### config.mk
export PLATFORM = sky130hd
export DESIGN_NAME = exec_sequencer_flat
export DESIGN_NICKNAME = d
export VERILOG_FILES = /design/src/rtl/exec_sequencer_if.sv /design/src/rtl/exec_sequencer.sv /design/src/flat_wrapper.sv
export SDC_FILE = /design/constraint.sdc
export NUM_CORES = 1
export LEC_CHECK = 0
export CAP_MARGIN = 0
export CELL_PAD_IN_SITES_DETAIL_PLACEMENT = 1
export CELL_PAD_IN_SITES_GLOBAL_PLACEMENT = 2
export CORE_MARGIN = 2
export CORE_UTILIZATION = 25
export CTS_CLUSTER_SIZE = 12
export DETAILED_ROUTE_END_ITERATION = 8
export PLACE_DENSITY = 0.81
export SETUP_SLACK_MARGIN = 0.05
export SYNTH_ARGS = -nofsm -noshare
export SYNTH_HDL_FRONTEND = slang
export SYNTH_SLANG_ARGS = --single-unit
### constraint.sdc
create_clock -name Clk -period 2.25 [get_ports Clk]
set_input_delay 0.45 -clock Clk [delete_from_list [all_inputs] [get_ports Clk]]
set_output_delay 0.45 -clock Clk [all_outputs]
set_load 0.02 [all_outputs]
### src/rtl/exec_sequencer_if.sv
// Signal bundle between the exec sequencer and its decoder, PC, register file and data memory.
// With PERF_COUNT_EN defined the bundle also carries the CycleCnt/InstCnt counters.
interface exec_sequencer_if;
    logic Start;
    logic RWrite;
    logic AWrite;
    logic Halt;
    logic Branch;
    logic ReadMem;
    logic WriteMem;
    logic BranchTaken;
    logic MemRdy;
    logic PCClr;
    logic IRLoad;
    logic PCInc;
    logic PCLoad;
    logic AccWE;
    logic RegWE;
    logic MemReq;
    logic MemWe;
    logic Busy;
    logic Ack;
    logic Err;
`ifdef PERF_COUNT_EN
    logic [15:0] CycleCnt;
    logic [15:0] InstCnt;
`endif

    modport master (
        input  Start, RWrite, AWrite, Halt, Branch, ReadMem, WriteMem, BranchTaken, MemRdy,
        output PCClr, IRLoad, PCInc, PCLoad, AccWE, RegWE, MemReq, MemWe, Busy, Ack, Err
`ifdef PERF_COUNT_EN
        , output CycleCnt, InstCnt
`endif
    );

    modport slave (
        output Start, RWrite, AWrite, Halt, Branch, ReadMem, WriteMem, BranchTaken, MemRdy,
        input  PCClr, IRLoad, PCInc, PCLoad, AccWE, RegWE, MemReq, MemWe, Busy, Ack, Err
`ifdef PERF_COUNT_EN
        , input CycleCnt, InstCnt
`endif
    );
endinterface

### src/rtl/exec_sequencer.sv
// Multi-cycle FETCH/EXEC/MEM/WB sequencer for the accumulator CPU with a timed memory handshake.
// Optional PERF_COUNT_EN adds saturating cycle and instruction counters.
module exec_sequencer #(
    parameter int MEM_TO = 16,
    parameter int TO_W   = 5
) (
    input logic Clk,
    input logic Reset,
    exec_sequencer_if.master bus
);

    typedef enum logic [2:0] {
        S_IDLE, S_FETCH, S_EXEC, S_MEM, S_WB, S_HALTED, S_ERR
    } state_t;

    state_t          state, nxt;
    logic [TO_W-1:0] cnt, cnt_nxt;
    logic pc_clr, ir_load, pc_inc, pc_load, acc_we, reg_we, mem_req, mem_we;
    logic busy, ack, err, inst_evt;

    always_ff @(posedge Clk or posedge Reset) begin
        if (Reset) begin
            state <= S_IDLE;
            cnt   <= '0;
        end else begin
            state <= nxt;
            cnt   <= cnt_nxt;
        end
    end

    // Outputs are held low for the whole Reset assertion, including the Mealy PCClr.
    always_comb begin
        nxt      = state;
        cnt_nxt  = cnt;
        pc_clr   = 1'b0;
        ir_load  = 1'b0;
        pc_inc   = 1'b0;
        pc_load  = 1'b0;
        acc_we   = 1'b0;
        reg_we   = 1'b0;
        mem_req  = 1'b0;
        mem_we   = 1'b0;
        busy     = 1'b0;
        ack      = 1'b0;
        err      = 1'b0;
        inst_evt = 1'b0;
        if (!Reset) begin
            case (state)
                S_IDLE: begin
                    if (bus.Start) begin
                        pc_clr = 1'b1;
                        nxt    = S_FETCH;
                    end
                end
                S_FETCH: begin
                    busy    = 1'b1;
                    ir_load = 1'b1;
                    nxt     = S_EXEC;
                end
                S_EXEC: begin
                    busy = 1'b1;
                    if (bus.Halt) begin
                        nxt      = S_HALTED;
                        inst_evt = 1'b1;
                    end else if (bus.ReadMem || bus.WriteMem) begin
                        nxt     = S_MEM;
                        cnt_nxt = '0;
                    end else begin
                        nxt = S_WB;
                    end
                end
                S_MEM: begin
                    busy    = 1'b1;
                    mem_req = 1'b1;
                    mem_we  = bus.WriteMem;
                    if (bus.MemRdy)
                        nxt = S_WB;
                    else if (cnt == TO_W'(MEM_TO - 1))
                        nxt = S_ERR;
                    else
                        cnt_nxt = cnt + TO_W'(1);
                end
                S_WB: begin
                    busy     = 1'b1;
                    inst_evt = 1'b1;
                    acc_we   = bus.AWrite;
                    reg_we   = bus.RWrite;
                    if (bus.Branch && bus.BranchTaken)
                        pc_load = 1'b1;
                    else
                        pc_inc = 1'b1;
                    nxt = S_FETCH;
                end
                S_HALTED: begin
                    ack = 1'b1;
                    if (bus.Start) begin
                        pc_clr = 1'b1;
                        nxt    = S_FETCH;
                    end
                end
                S_ERR: err = 1'b1;
                default: nxt = S_IDLE;
            endcase
        end
    end

    assign bus.PCClr  = pc_clr;
    assign bus.IRLoad = ir_load;
    assign bus.PCInc  = pc_inc;
    assign bus.PCLoad = pc_load;
    assign bus.AccWE  = acc_we;
    assign bus.RegWE  = reg_we;
    assign bus.MemReq = mem_req;
    assign bus.MemWe  = mem_we;
    assign bus.Busy   = busy;
    assign bus.Ack    = ack;
    assign bus.Err    = err;

`ifdef PERF_COUNT_EN
    logic [15:0] cyc_cnt, inst_cnt;

    always_ff @(posedge Clk or posedge Reset) begin
        if (Reset) begin
            cyc_cnt  <= '0;
            inst_cnt <= '0;
        end else if (pc_clr) begin
            cyc_cnt  <= '0;
            inst_cnt <= '0;
        end else begin
            if (busy && cyc_cnt != 16'hFFFF)
                cyc_cnt <= cyc_cnt + 16'd1;
            if (inst_evt && inst_cnt != 16'hFFFF)
                inst_cnt <= inst_cnt + 16'd1;
        end
    end

    assign bus.CycleCnt = cyc_cnt;
    assign bus.InstCnt  = inst_cnt;
`else
    logic unused_evt;
    assign unused_evt = inst_evt;
`endif

endmodule

### src/flat_wrapper.sv
// flat-port wrapper written by rule: the top's interface ports become plain ports
module exec_sequencer_flat 
#(
    parameter int MEM_TO = 16,
    parameter int TO_W   = 5
)
  (Clk, Reset, bus_Start, bus_RWrite, bus_AWrite, bus_Halt, bus_Branch, bus_ReadMem, bus_WriteMem, bus_BranchTaken, bus_MemRdy, bus_PCClr, bus_IRLoad, bus_PCInc, bus_PCLoad, bus_AccWE, bus_RegWE, bus_MemReq, bus_MemWe, bus_Busy, bus_Ack, bus_Err);
  exec_sequencer_if bus_i ();
  input logic Clk;
  input logic Reset;
  input wire logic [$bits(bus_i.Start)-1:0] bus_Start;
  input wire logic [$bits(bus_i.RWrite)-1:0] bus_RWrite;
  input wire logic [$bits(bus_i.AWrite)-1:0] bus_AWrite;
  input wire logic [$bits(bus_i.Halt)-1:0] bus_Halt;
  input wire logic [$bits(bus_i.Branch)-1:0] bus_Branch;
  input wire logic [$bits(bus_i.ReadMem)-1:0] bus_ReadMem;
  input wire logic [$bits(bus_i.WriteMem)-1:0] bus_WriteMem;
  input wire logic [$bits(bus_i.BranchTaken)-1:0] bus_BranchTaken;
  input wire logic [$bits(bus_i.MemRdy)-1:0] bus_MemRdy;
  output wire logic [$bits(bus_i.PCClr)-1:0] bus_PCClr;
  output wire logic [$bits(bus_i.IRLoad)-1:0] bus_IRLoad;
  output wire logic [$bits(bus_i.PCInc)-1:0] bus_PCInc;
  output wire logic [$bits(bus_i.PCLoad)-1:0] bus_PCLoad;
  output wire logic [$bits(bus_i.AccWE)-1:0] bus_AccWE;
  output wire logic [$bits(bus_i.RegWE)-1:0] bus_RegWE;
  output wire logic [$bits(bus_i.MemReq)-1:0] bus_MemReq;
  output wire logic [$bits(bus_i.MemWe)-1:0] bus_MemWe;
  output wire logic [$bits(bus_i.Busy)-1:0] bus_Busy;
  output wire logic [$bits(bus_i.Ack)-1:0] bus_Ack;
  output wire logic [$bits(bus_i.Err)-1:0] bus_Err;
  assign bus_i.Start = bus_Start;
  assign bus_i.RWrite = bus_RWrite;
  assign bus_i.AWrite = bus_AWrite;
  assign bus_i.Halt = bus_Halt;
  assign bus_i.Branch = bus_Branch;
  assign bus_i.ReadMem = bus_ReadMem;
  assign bus_i.WriteMem = bus_WriteMem;
  assign bus_i.BranchTaken = bus_BranchTaken;
  assign bus_i.MemRdy = bus_MemRdy;
  assign bus_PCClr = bus_i.PCClr;
  assign bus_IRLoad = bus_i.IRLoad;
  assign bus_PCInc = bus_i.PCInc;
  assign bus_PCLoad = bus_i.PCLoad;
  assign bus_AccWE = bus_i.AccWE;
  assign bus_RegWE = bus_i.RegWE;
  assign bus_MemReq = bus_i.MemReq;
  assign bus_MemWe = bus_i.MemWe;
  assign bus_Busy = bus_i.Busy;
  assign bus_Ack = bus_i.Ack;
  assign bus_Err = bus_i.Err;
  exec_sequencer #(.MEM_TO(MEM_TO), .TO_W(TO_W)) u_core (.Clk(Clk), .Reset(Reset), .bus(bus_i));
endmodule
==> reports/summary.txt <==
cells after synthesis: 73
antenna-violating nets left: 0
Cell Chain, Critical Path: clkdlybuf4s50_1 > buf_4 > nor2_1 > and2_1 > dlygate4sd2_1
Cell variety after synth: 29
Leak Pwr: 0.436 nW
Slowest cell on crit path: clkdlybuf4s50_1
setup violators final: 0
# diodes: 0
DRC Markers: 0
P&R area growth vs syn: 45.4%
Peak VDD IR: 444 µV
CTS root buf: clkbuf_4
Internal Dissipation: 0.000469 W
Synthesized Nets: 86
max cap viols: 0
die area: 2990 µm²
vias: 634
clk buf depth: 2
setup_tns: 0 ps
Tcrit/Tclk final: 0.937
Tmin final: 2110 ps
first-pass GRT wire length: 2500 µm
share of layout cells above drive strength 1: 0.198
total CTS buffers: 3
R2R setup slack: 260 ps
Post-Route WL: 1690 µm
pre-CTS WS: -229 ps
Initial Util: 0.261
Sink Count: 8
Clock Pin Slew Worst Setup and Hold Paths: 50 ps
CP peak stage delay: 430 ps
R2R Path End: u_core.cnt[3]
wire length per cell: 12.9 µm
Post-Route Utilization: 0.380
Final Wtd Congestion: 0.732
f_max: 0.474 GHz
largest net degree at the start of global routing: 10
initial DRC count: 5
top post-synthesis cells by area: dfrtp_1 31%, nand2_1 4.7%, o31ai_1 4.7%, a2111oi_4 4.3%, nor2_1 4.1%
Std-Cell Rows: 18
latest clock arrival within the worst-skew pair: 260 ps
multi-input logic area: 408 µm²
area fraction of the dominant cell type after synthesis: 0.312
Detailed Place HPWL: 1360 µm
hold_sp: u_core.cnt[3]
Critical R2R Launch: u_core.cnt[0]
Worst Setup End Kind: primary output
# IOs: 22
initial antenna violation count: 0
Total Power: 0.000860 W
Worst Path Max Fanout: 8
RSZ-0062 raised after global routing: false
NumNets Final: 116
CTS H-tree lvls: 1
register area share after synthesis: 0.312
relative slew slack: 0.757
Synth area leader: dfrtp_1
Yosys warning count: 0
Die Y-Extent: 54.7 µm
Psw: 0.000391 W
Hold Vio Cnt, Final: 0
fill count: 303
combinational fraction of design power: 0.578
TritonCTS clock tree: built
worst setup margin: 142 ps
Seq cells post-synth: 8
clk_skew: 3.80 ps
pwr dens: 921 nW/µm²
Sw Share: 0.455
clock share of power: 0.129
hold crit path type: flop to flop
worst-case reg-to-reg path depth: 7
status: finished, final reports clean
CP Launch Point: Reset
Mean Syn Cell Area: 8.79 µm²
Port Buffers: 21
post-synthesis cell area: 642 µm²
number of global-route vias before repair: 613
die width: 54.7 µm
type of the worst setup path: input port to primary output
sequential standard cell area: 201 µm²
grt ovf: 0
Via-to-Cell Ratio: 4.84
Total GRT Usage: 0.115
max-slew violation count: 0
Critical Path Sink: bus_MemWe
critical path data required time: 1800 ps
Reg power frac: 0.293
crit start category: input port
DRT Pass-1 Iters: 4
core area: 2450 µm²
CP arrival: 1660 ps
Worst-Margin Slew: 355 ps
## worst min-delay path by stage
stage                                to  slack (ps)  cells past startpoint
after detailed placement  u_core.cnt[3]         470                      1
final                     u_core.cnt[3]         490                      1
after CTS                 u_core.cnt[3]         490                      1
after floorplan           u_core.cnt[0]         430                      2
after global placement    u_core.cnt[4]         460                      2
after global routing      u_core.cnt[3]         510                      1
## synth_stat cells
cell type  instances
nor4_2             1
o31ai_1            4
or2_1              1
a2111oi_4          1
nor2b_2            2
a2111oi_0          1
nor3b_1            1
o21ai_1            3
inv_1              5
a21oi_1            2
nor3_1             2
nand3_1            2
nor2_1             7
o21ba_2            1
nand2b_1           2
xnor2_1            1
o2111ai_4          1
ha_1               2
a32oi_1            1
nand2_1            8
buf_4              3
and2_1             2
and4bb_1           1
o21ai_0            4
nand3b_2           1
mux2i_1            1
nor2b_1            1
dfrtp_1            8
and3_1             4
## per-stage QoR
stage	cells	instance area [µm²]	hold slack, ps
finish	131	933	486
global route	131	933	507
CTS	131	937	486
detailed placement	128	920	474
global placement	128	920	462
floorplan	73	642	429
## worst max-delay path: cells and delay by family
family	cells	cell delay (ps)
buffers and inverters	3	940
and+or+nand+nor	2	260
## cell type report
type                            instances  area share
Timing Repair Buffer                   28       0.263
Tap cell                               30      0.0402
Sequential cell                         8       0.216
Multi-Input combinational cell         57       0.437
Inverter                                5      0.0201
Clock buffer                            3      0.0241
## kinds of logic (layout without fill, tap and decap cells)
group / count (synthesis) / in the layout / synth area share
buffers and inverters: 8 / 36 / 0.0643
AOI/OAI and AO/OA: 18 / 18 / 0.244
and+or+nand+nor: 35 / 35 / 0.312
adders and majority gates: 2 / 2 / 0.0390
muxes: 1 / 1 / 0.0156
DFF: 8 / 8 / 0.312
xor gates and xnor gates: 1 / 1 / 0.0136
## power groups by stage
stage          combinational [W]  sequential, W  clock, W
4_1_cts                 0.000509       0.000252  0.000121
2_1_floorplan           0.000367       0.000212         0
3_5_place_dp            0.000528       0.000248         0
6_report                0.000497       0.000252  0.000111
3_3_place_gp            0.000513       0.000249         0
5_1_grt                 0.000551       0.000259  0.000127
## layout by cell type (no fill, tap or decap), drive strengths merged
cell            n
nand2b          2
nand2           8
inv             5
o31ai           4
nand3b          1
buf             7
ha              2
a2111oi         2
dlygate4sd2    10
or2             1
xnor2           1
nor3            2
mux2i           1
and4bb          1
nor4            1
o21ai           7
nor3b           1
a32oi           1
clkdlybuf4s50  10
o2111ai         1
nor2            7
o21ba           1
dfrtp           8
clkbuf          4
and3            4
nor2b           3
a21oi           2
and2            2
nand3           2
## per-layer routing
metal / global-route usage / part of all wire / routed length [µm]
met1: 0.129 / 0.43 / 727
met2: 0.214 / 0.49 / 826
met3: 0.0109 / 0.070 / 118
met4: 0.0500 / 0.012 / 21
met5: 0 / 0 / 0
## flip-flops by register name, indices dropped and copies added, names as in the netlist
register      cells
u_core.cnt        5
u_core.state      3
## timing repair
action                     in CTS  in global routing
setup endpoints to repair      11                  1
setup buffers                   0                  0
resized for setup              14                  3
hold buffers                    0                  0
Power figures use the tool's default switching activity.
